File: src/rtl/lsu_pkg.sv
// lsu_pkg: shared size encodings, FSM state type and split predicate for the LSU memory port.
package lsu_pkg;
  localparam logic [1:0] SIZE_B = 2'd0;
  localparam logic [1:0] SIZE_H = 2'd1;
  localparam logic [1:0] SIZE_W = 2'd2;
  typedef enum logic [1:0] {IDLE, ACCESS, RESP} state_t;
  // Half on an odd address, or word (size 2 or 3) off a word boundary, goes out byte by byte.
  function automatic logic is_split(input logic [1:0] size, input logic [1:0] lo);
    return (size == SIZE_H && lo[0]) || (size[1] && lo != 2'd0);
  endfunction
endpackage

File: src/rtl/lsu_extend.sv
// lsu_extend: sign/zero extension of assembled load data by access size and unsigned flag.
module lsu_extend
  import lsu_pkg::*;
#(
  parameter int DATA_W = 32
) (
  input  logic [DATA_W-1:0] data,
  input  logic [1:0]        size,
  input  logic              un,
  output logic [DATA_W-1:0] ext
);
  always_comb begin
    ext = size[1] ? data :
          size == SIZE_H ? {{(DATA_W-16){~un & data[15]}}, data[15:0]} :
                           {{(DATA_W-8){~un & data[7]}}, data[7:0]};
  end
endmodule

File: src/rtl/lsu_mem_port.sv
// lsu_mem_port: MEM-stage load/store initiator; aligned accesses go out in one cycle,
// misaligned half/word accesses are split into byte accesses and reassembled locally.
module lsu_mem_port
  import lsu_pkg::*;
#(
  parameter int ADDR_W = 32,
  parameter int DATA_W = 32
) (
  input  logic              clock,
  input  logic              reset_n,
  input  logic              req_valid,
  output logic              req_ready,
  input  logic [ADDR_W-1:0] req_addr,
  input  logic [DATA_W-1:0] req_wdata,
  input  logic [1:0]        req_size,
  input  logic              req_unsigned,
  input  logic              req_write,
  output logic              resp_valid,
  output logic [DATA_W-1:0] resp_rdata,
  output logic              resp_split,
  output logic [ADDR_W-1:0] mem_addr,
  output logic [DATA_W-1:0] mem_data,
  output logic [1:0]        mem_acc_size,
  output logic              mem_un,
  output logic              mem_wen,
  input  logic [DATA_W-1:0] mem_rdata
);
  state_t            state, state_n;
  logic [ADDR_W-1:0] addr;
  logic [DATA_W-1:0] wdata, result, asm_data, asm_next, ext;
  logic [1:0]        size, k, last_k;
  logic              un, write, split, res_split;
  logic              accept, in_acc, done;
  logic [4:0]        sh;
  logic [7:0]        byte_k;

  always_comb begin
    req_ready = reset_n && (state == IDLE || state == RESP);
    accept    = req_valid && req_ready;
    in_acc    = state == ACCESS;
    last_k    = size == SIZE_H ? 2'd1 : 2'd3;
    done      = !split || k == last_k;
    sh        = {k, 3'b000};
    byte_k    = wdata[sh +: 8];
    state_n   = accept ? ACCESS : in_acc ? (done ? RESP : ACCESS) : IDLE;
  end

  // Byte k of the load lands in lane k of the assembly word (little-endian).
  always_comb begin
    asm_next = (asm_data & ~(DATA_W'(8'hFF) << sh)) | (DATA_W'(mem_rdata[7:0]) << sh);
  end

  lsu_extend #(.DATA_W(DATA_W)) u_ext (
    .data (asm_next),
    .size (size),
    .un   (un),
    .ext  (ext)
  );

  always_comb begin
    mem_addr     = in_acc ? (split ? addr + ADDR_W'(k) : addr) : '0;
    mem_data     = in_acc ? (split ? {{(DATA_W-8){1'b0}}, byte_k} : wdata) : '0;
    mem_acc_size = in_acc ? (split ? SIZE_B : size) : SIZE_B;
    mem_un       = in_acc && (split || un);
    mem_wen      = in_acc && write;
    resp_valid   = state == RESP;
    resp_rdata   = resp_valid ? result : '0;
    resp_split   = resp_valid && res_split;
  end

  always_ff @(posedge clock or negedge reset_n) begin
    if (!reset_n) state <= IDLE;
    else          state <= state_n;
  end

  always_ff @(posedge clock or negedge reset_n) begin
    if (!reset_n) begin
      addr      <= '0;
      wdata     <= '0;
      size      <= SIZE_B;
      un        <= 1'b0;
      write     <= 1'b0;
      split     <= 1'b0;
      k         <= 2'd0;
      asm_data  <= '0;
      result    <= '0;
      res_split <= 1'b0;
    end else if (accept) begin
      addr     <= req_addr;
      wdata    <= req_wdata;
      size     <= req_size;
      un       <= req_unsigned;
      write    <= req_write;
      split    <= is_split(req_size, req_addr[1:0]);
      k        <= 2'd0;
      asm_data <= '0;
    end else if (in_acc) begin
      k        <= k + 2'd1;
      asm_data <= asm_next;
      if (done) begin
        result    <= write ? '0 : split ? ext : mem_rdata;
        res_split <= split;
      end
    end
  end
endmodule

File: config.mk
export PLATFORM = sky130hd
export DESIGN_NAME = lsu_mem_port
export DESIGN_NICKNAME = d
export VERILOG_FILES = /design/src/rtl/lsu_pkg.sv /design/src/rtl/lsu_extend.sv /design/src/rtl/lsu_mem_port.sv
export SDC_FILE = /design/constraint.sdc
export NUM_CORES = 1
export LEC_CHECK = 0
export ABC_CLOCK_PERIOD_IN_PS = 3230
export CORE_ASPECT_RATIO = 2
export CORE_MARGIN = 2
export CORE_UTILIZATION = 50
export DETAILED_ROUTE_END_ITERATION = 10
export PLACE_DENSITY = 0.87
export SLEW_MARGIN = 40
export SYNTH_ARGS = -nofsm -noshare
export SYNTH_HDL_FRONTEND = slang
export SYNTH_HIERARCHICAL = 1
export SYNTH_SLANG_ARGS = --single-unit
export TNS_END_PERCENT = 10
File: constraint.sdc
create_clock -name clock -period 3.23 [get_ports clock]
set_input_delay 0.323 -clock clock [delete_from_list [all_inputs] [get_ports clock]]
set_output_delay 0.323 -clock clock [all_outputs]
set_load 0.1 [all_outputs]
# Yosys cells after proc, flatten, opt, wreduce, memory -nomap -nowiden
# Cells that the tools add are included.
# totals
ff_bits,138
inputBits,103
out_inout_bits,103
wordCells,63
# classes
add_sub_neg,2
n_eq_ne,5
n_shift,3
mux,19
n_bitwise,7
n_reduce_logical,16
# op_table
cell,count
32-bit two-way mux,11
32-bit by 2-bit adder with 32-bit output,1
32-bit AND,1
32-bit inverter,1
32-bit bitwise OR,1
32-bit by 6-bit indexed part select with 8-bit output,1
8-bit by 5-bit left shift with 32-bit output,1
"8-bit by 5-bit left shift with 32-bit output, first input constant",1
2-bit two-way mux,8
1-bit logical AND,7
"2-bit by 1-bit == test with 1-bit output, second input constant",3
1-bit logical OR,4
2-bit nonzero test,2
3-bit AND reduction,1
"2-bit by 1-bit adder with 2-bit output, second input constant",1
1-bit AND,2
2-bit == test,1
"2-bit == test, second input constant",1
2-bit zero test,1
1-bit inverter,2
1-bit zero test,1

# Logic depth before layout (Yosys ltp)
# logic_depth
depth_word,9
depth_mapped,10
ltp_nobuf,9

# Hierarchy
# The synthesis kept the hierarchy.
# modules_own_cells
module,instances,cells_per_inst,area_per_inst_um2,seq_area_each_um2
lsu_mem_port,1,906,7684.9,3453.3
lsu_extend,1,67,364.1,0.0

# Worst setup path before layout
# Ideal clock, no wire load.
# synth_timing
path_kind,reg2out
start,register k[0]
end,output port mem_addr[1]
arrival_ns,3.291
t_required_ns,2.907
slack_ns,-0.384
path_stages_with_launch,5
n_path_buf,0
cell_sequence,dfrtp_1 > ha_1 > inv_1 > fa_1 > a211oi_1
# synth_between
elab_chain_cells,3
# synth_rtl
element,line_no,source
from (decl),lsu_mem_port.sv:31,"logic [1:0] size, k, last_k;"
from (signal assigned),lsu_mem_port.sv:98,k <= k + 2'd1;
32-bit by 2-bit adder with 32-bit output,lsu_mem_port.sv:61,mem_addr = in_acc ? (split ? addr + ADDR_W'(k) : addr) : '0;
32-bit two-way mux (2 in a row),lsu_mem_port.sv:61,
to (decl),lsu_mem_port.sv:21,"output logic [ADDR_W-1:0] mem_addr,"
# No other way between the ends.

# Worst setup path after layout
# layout_timing
start,register k[1]
end,output port mem_addr[15]
# Same word-level chain as after synthesis.

==> results.md <==
- The highest metal layer carrying signal wires in the routed design is met4.
- After clock tree synthesis, the clock-pin slew on the worst setup and hold paths is 0.06 ns.
- Once the floorplan was initialized, standard cells occupied 51.02% of the core.
- Synthesis produced a netlist with a net count of 1083.
- Row generation in the floorplan step produced 65 rows.
- The total leakage power is 0.005477 uW.
- The worst path needs 3.034 ns of the cycle, external delays included.
- The end-of-flow core utilization is 72.15%.
- After Yosys synthesis, full adders, half adders and majority gates account for 1.181% of the synthesized area.
- The post-synthesis area per instance is 8.272 um^2.
- The flow ran to the end, and the final reports show no timing, DRC or antenna violations.
- The height of the die is 183.4 um.
- The combinational family with the most area after synthesis is simple AND/OR/NAND/NOR gates.
- The first global-routing pass estimated 38310 um of wire.
- STA classifies the critical path startpoint as a flop.
- OpenSTA, run right after detailed placement, puts the worst setup slack at 0.3432 ns.
- Setup repair after global routing left no endpoint under its margin.
- For this run, the register share of the synthesized area comes to 42.90%.
- The worst voltage drop across the vdd grid is 508.3 uV.
- The number of levels in the clock H-tree is 4.
- After synthesis, the netlist uses 40 different library cells.
- The area of the mapped netlist is 8049 um^2.
- In the routed layout, each cell is associated on average with a via count of 5.418.
- Summing the areas of all xor and xnor instances in the mapped netlist gives 3.482% of the synthesized area.
- The clock latency on the worst-skew pair is 0.42 ns.
- Global routing consumed, over all layers together, 28.58% of the routing resources.
- The most common flop cell mapped by yosys is sky130_fd_sc_hd__dfrtp_1.
- The total met2 wirelength after detailed routing is 13080 um.
- The detailed router finished its first iteration with 354 violations.
- Overall power consumption after layout is estimated at 8990 uW.
- The first-pass iteration count of the detailed router is 5.
- The leading cell type by number of instances after synthesis is sky130_fd_sc_hd__nand2_1.
- Across the routed clock network, the largest skew measured is 0.009093 ns.
- Across the run, the number of max-cap violations was 0.
- The data arrival time of the worst path is 2.71 ns.
- The detailed-route via count is 7396.
- The top cell type by area accounts for 42.90% of the synthesized area.
- The total power density per cell area is 789.7 nW/um^2.
- Headroom to the max-slew limit came out at 52.33%.
- The number of synthesized register bits is 138.
- The tree is rooted in a sky130_fd_sc_hd__clkbuf_16.
- In the final routing, the length of wire on met1 measures 8057 um.
- After layout, the worst setup slack is 0.1955 ns.
- The path class of the tightest hold or removal check is input pin to async pin.
- The core outline area is 15780 um^2.
- The count of nets after finishing is 1262.
- CTS saw 138 sinks.
- Wires add up to 23670 um.
- The hold violation count in the final report is 0.
- The highest clock rate is 329.5 MHz.
- The congestion estimate from routability-driven global placement came to 0.8858.
- The layout has 1116 filler cells.
- The number of placed instances, taps included, is 1330.
- The count of buffers inserted at the top-level ports is 205.
- For the worst setup path, the data required time is 2.91 ns.
- The number of enable flip-flop cells after synthesis is 0.
- Entering global routing, the biggest net connects 93 pins.
- The longest clock path from root to sink contains 2 buffers.
- The count of final setup violators is 0.
- The biggest fanout along the worst timing path is 16.
- The met3 wire length is 1314 um.
- The die covers 17190 um^2.
- In the post-synthesis netlist, the biggest area contributors are sky130_fd_sc_hd__dfrtp_1, sky130_fd_sc_hd__nand2_1, sky130_fd_sc_hd__mux2_2, sky130_fd_sc_hd__and2_1, sky130_fd_sc_hd__o21ai_0.
- Summing the areas of all compound-gate instances in the mapped netlist gives 9.327% of the synthesized area.
- The repair_antennas step left the layout with diodes totalling 0.
- In the synthesized netlist, the number of instances is 973.
- Of the cells placed in the final design, the portion with a size suffix greater than 1 is 18.47%.
- The CTS buffer count is 17.
- The number of global-route vias before repair was 7624.
- The number of top-level pins is 206.
- sky130_fd_sc_hd__dfrtp_1 takes more of the synthesized area than any other cell.
- From synthesis to final layout, the design area changed by 41.43%.
- The remaining antenna violation count after routing is 0.
- The endpoint class of the critical path is an output port.
- The final max-slew violation count is 0.
- Measured against the total synthesized area, the mux share comes to 9.980%.
- Leaving out filler cells and counting taps, the final layout contains 1365.
- Detailed placement finished with a half-perimeter wire length of 16780 um.
- The ratio of final minimum period to clock period is 93.95%.
- The type of the worst setup path is flop to output port.
- The signal on the critical path passes through buf_4, ha_1, a21oi_1, nor4_4, nand4_1, xor2_1, nor2_1, buf_12.
- Counting flops with an async set or reset pin after synthesis yields a share of 100.0%.
- After detailed routing, the average wire length per cell comes to 17.34 um.
- TritonCTS built the clock tree.
- Summing the areas of all and, or, nand and nor instances in the mapped netlist gives 27.08% of the synthesized area.
- The biggest cell delay along the critical path is 0.50 ns.
- The initial antenna violation count is 0.
- The yosys synthesis warning count is 6.
- In the synthesized netlist, the cells that appear most often are sky130_fd_sc_hd__nand2_1, sky130_fd_sc_hd__dfrtp_1, sky130_fd_sc_hd__nor2_1, sky130_fd_sc_hd__o21ai_0, sky130_fd_sc_hd__and2_1.
- Among all stages on the critical path, the largest delay is contributed by sky130_fd_sc_hd__nor4_4.
- The pin slew with the least headroom to its limit is 0.7151 ns.
- The count of unresolved DRC violations after routing is 0.
- The final hold slack is 0.2758 ns.
- The width of the die is 93.72 um.
- The total grt overflow is 0.
-- cells in the final DEF (no fill, tap or decap), types with 33 or more instances in the layout --
master                            netlist  layout
sky130_fd_sc_hd__nand2_1              309     308
sky130_fd_sc_hd__o21ai_0               69      69
sky130_fd_sc_hd__mux2_2                40      40
sky130_fd_sc_hd__clkdlybuf4s50_1        0     101
sky130_fd_sc_hd__nor2_1                77      75
sky130_fd_sc_hd__mux2i_1               33      33
sky130_fd_sc_hd__dfrtp_1              138     137
sky130_fd_sc_hd__inv_1                 40      40
sky130_fd_sc_hd__buf_12                 0      66
sky130_fd_sc_hd__buf_4                  9      54
sky130_fd_sc_hd__and2_1                61      60
-- critical path, delay by kind of cell, from the launching register on --
family,cells,cell delay (ns)
AO/OA/AOI/OAI,1,0.11
flip-flops,1,0.37
adder cells (fa/ha/maj),1,0.30
AND/OR/NAND/NOR,3,0.91
XOR/XNOR,1,0.18
buffers and inverters,2,0.41
-- state kept, by name, indices dropped and copies added (netlist names) --
signal,cells
asm_data,32
write,1
k,2
addr,32
split,1
res_split,1
size,2
state,2
un,1
wdata,32
result,32
-- timing repair --
| item | CTS | global route |
|---|---|---|
| hold buffers | 1 | 0 |
| endpoints found under the setup margin | 4 | 14 |
| pin swaps | 1 | 3 |
| gates cloned | 0 | 0 |
| endpoints found under the hold margin | 6 | 0 |
| buffers inserted | 2 | 1 |
| gates resized for setup | 2 | 6 |
-- power by group --
group	switching [uW]	internal (uW)	total, uW
combinational	2810	1590	4400
clock	747	1150	1900
sequential	387	2310	2690
total	3940	5050	8990
-- path summary, 6_finish.rpt --
path / from / endpoint / slack [ns] / depth (start not counted)
max in group asynchronous: reset_n / split$_DFFE_PN0P_ / 2.02 / 3
worst max-delay path: k[1]$_DFFE_PN0P_ / mem_addr[15] / 0.20 / 8
worst min-delay path: reset_n / result[22]$_DFFE_PN0P_ / 0.28 / 2
worst min register to register: wdata[5]$_DFFE_PN0P_ / wdata[5]$_DFFE_PN0P_ / 0.47 / 2
min in group clock: req_addr[28] / addr[28]$_DFFE_PN0P_ / 0.43 / 3
worst max register to register: k[0]$_DFFE_PN0P_ / result[17]$_DFFE_PN0P_ / 0.51 / 12
-- final cells by class --
class                      instances  area (um^2)  share of cell area [%]
clock inverter                    11        122.6                   1.077
sequential                       138         3455                   30.35
multi-input combinational        728         4154                   36.49
inverter                          40        150.1                   1.319
clock buffer                      20        446.7                   3.924
timing repair buffer             227         2804                   24.63
tap                              201        251.5                   2.209
-- cell families (layout without fill, tap and decap cells) --
logic type,count (synthesis),count (layout)
buffers and inverters,107,298
adder cells (fa/ha/maj),7,7
AO/OA/AOI/OAI,123,123
flip-flops,138,138
XOR/XNOR,32,32
multiplexers,74,74
AND/OR/NAND/NOR,492,492
-- metrics by stage --
stage	area [um^2]	TNS (ns)
after global routing	11380	0
after global placement	10740	0
after floorplan	8054	-3.179
final	11380	0
after CTS	11350	0
after detailed placement	10750	0
-- routing by layer --
metal | track usage, % | up-vias
met5 | 0 | -
li1 | - | 3507
met3 | 6.437 | 70
met2 | 51.80 | 289
met4 | 14.96 | 0
met1 | 30.07 | 3530
(Power assumes the default switching activity.)
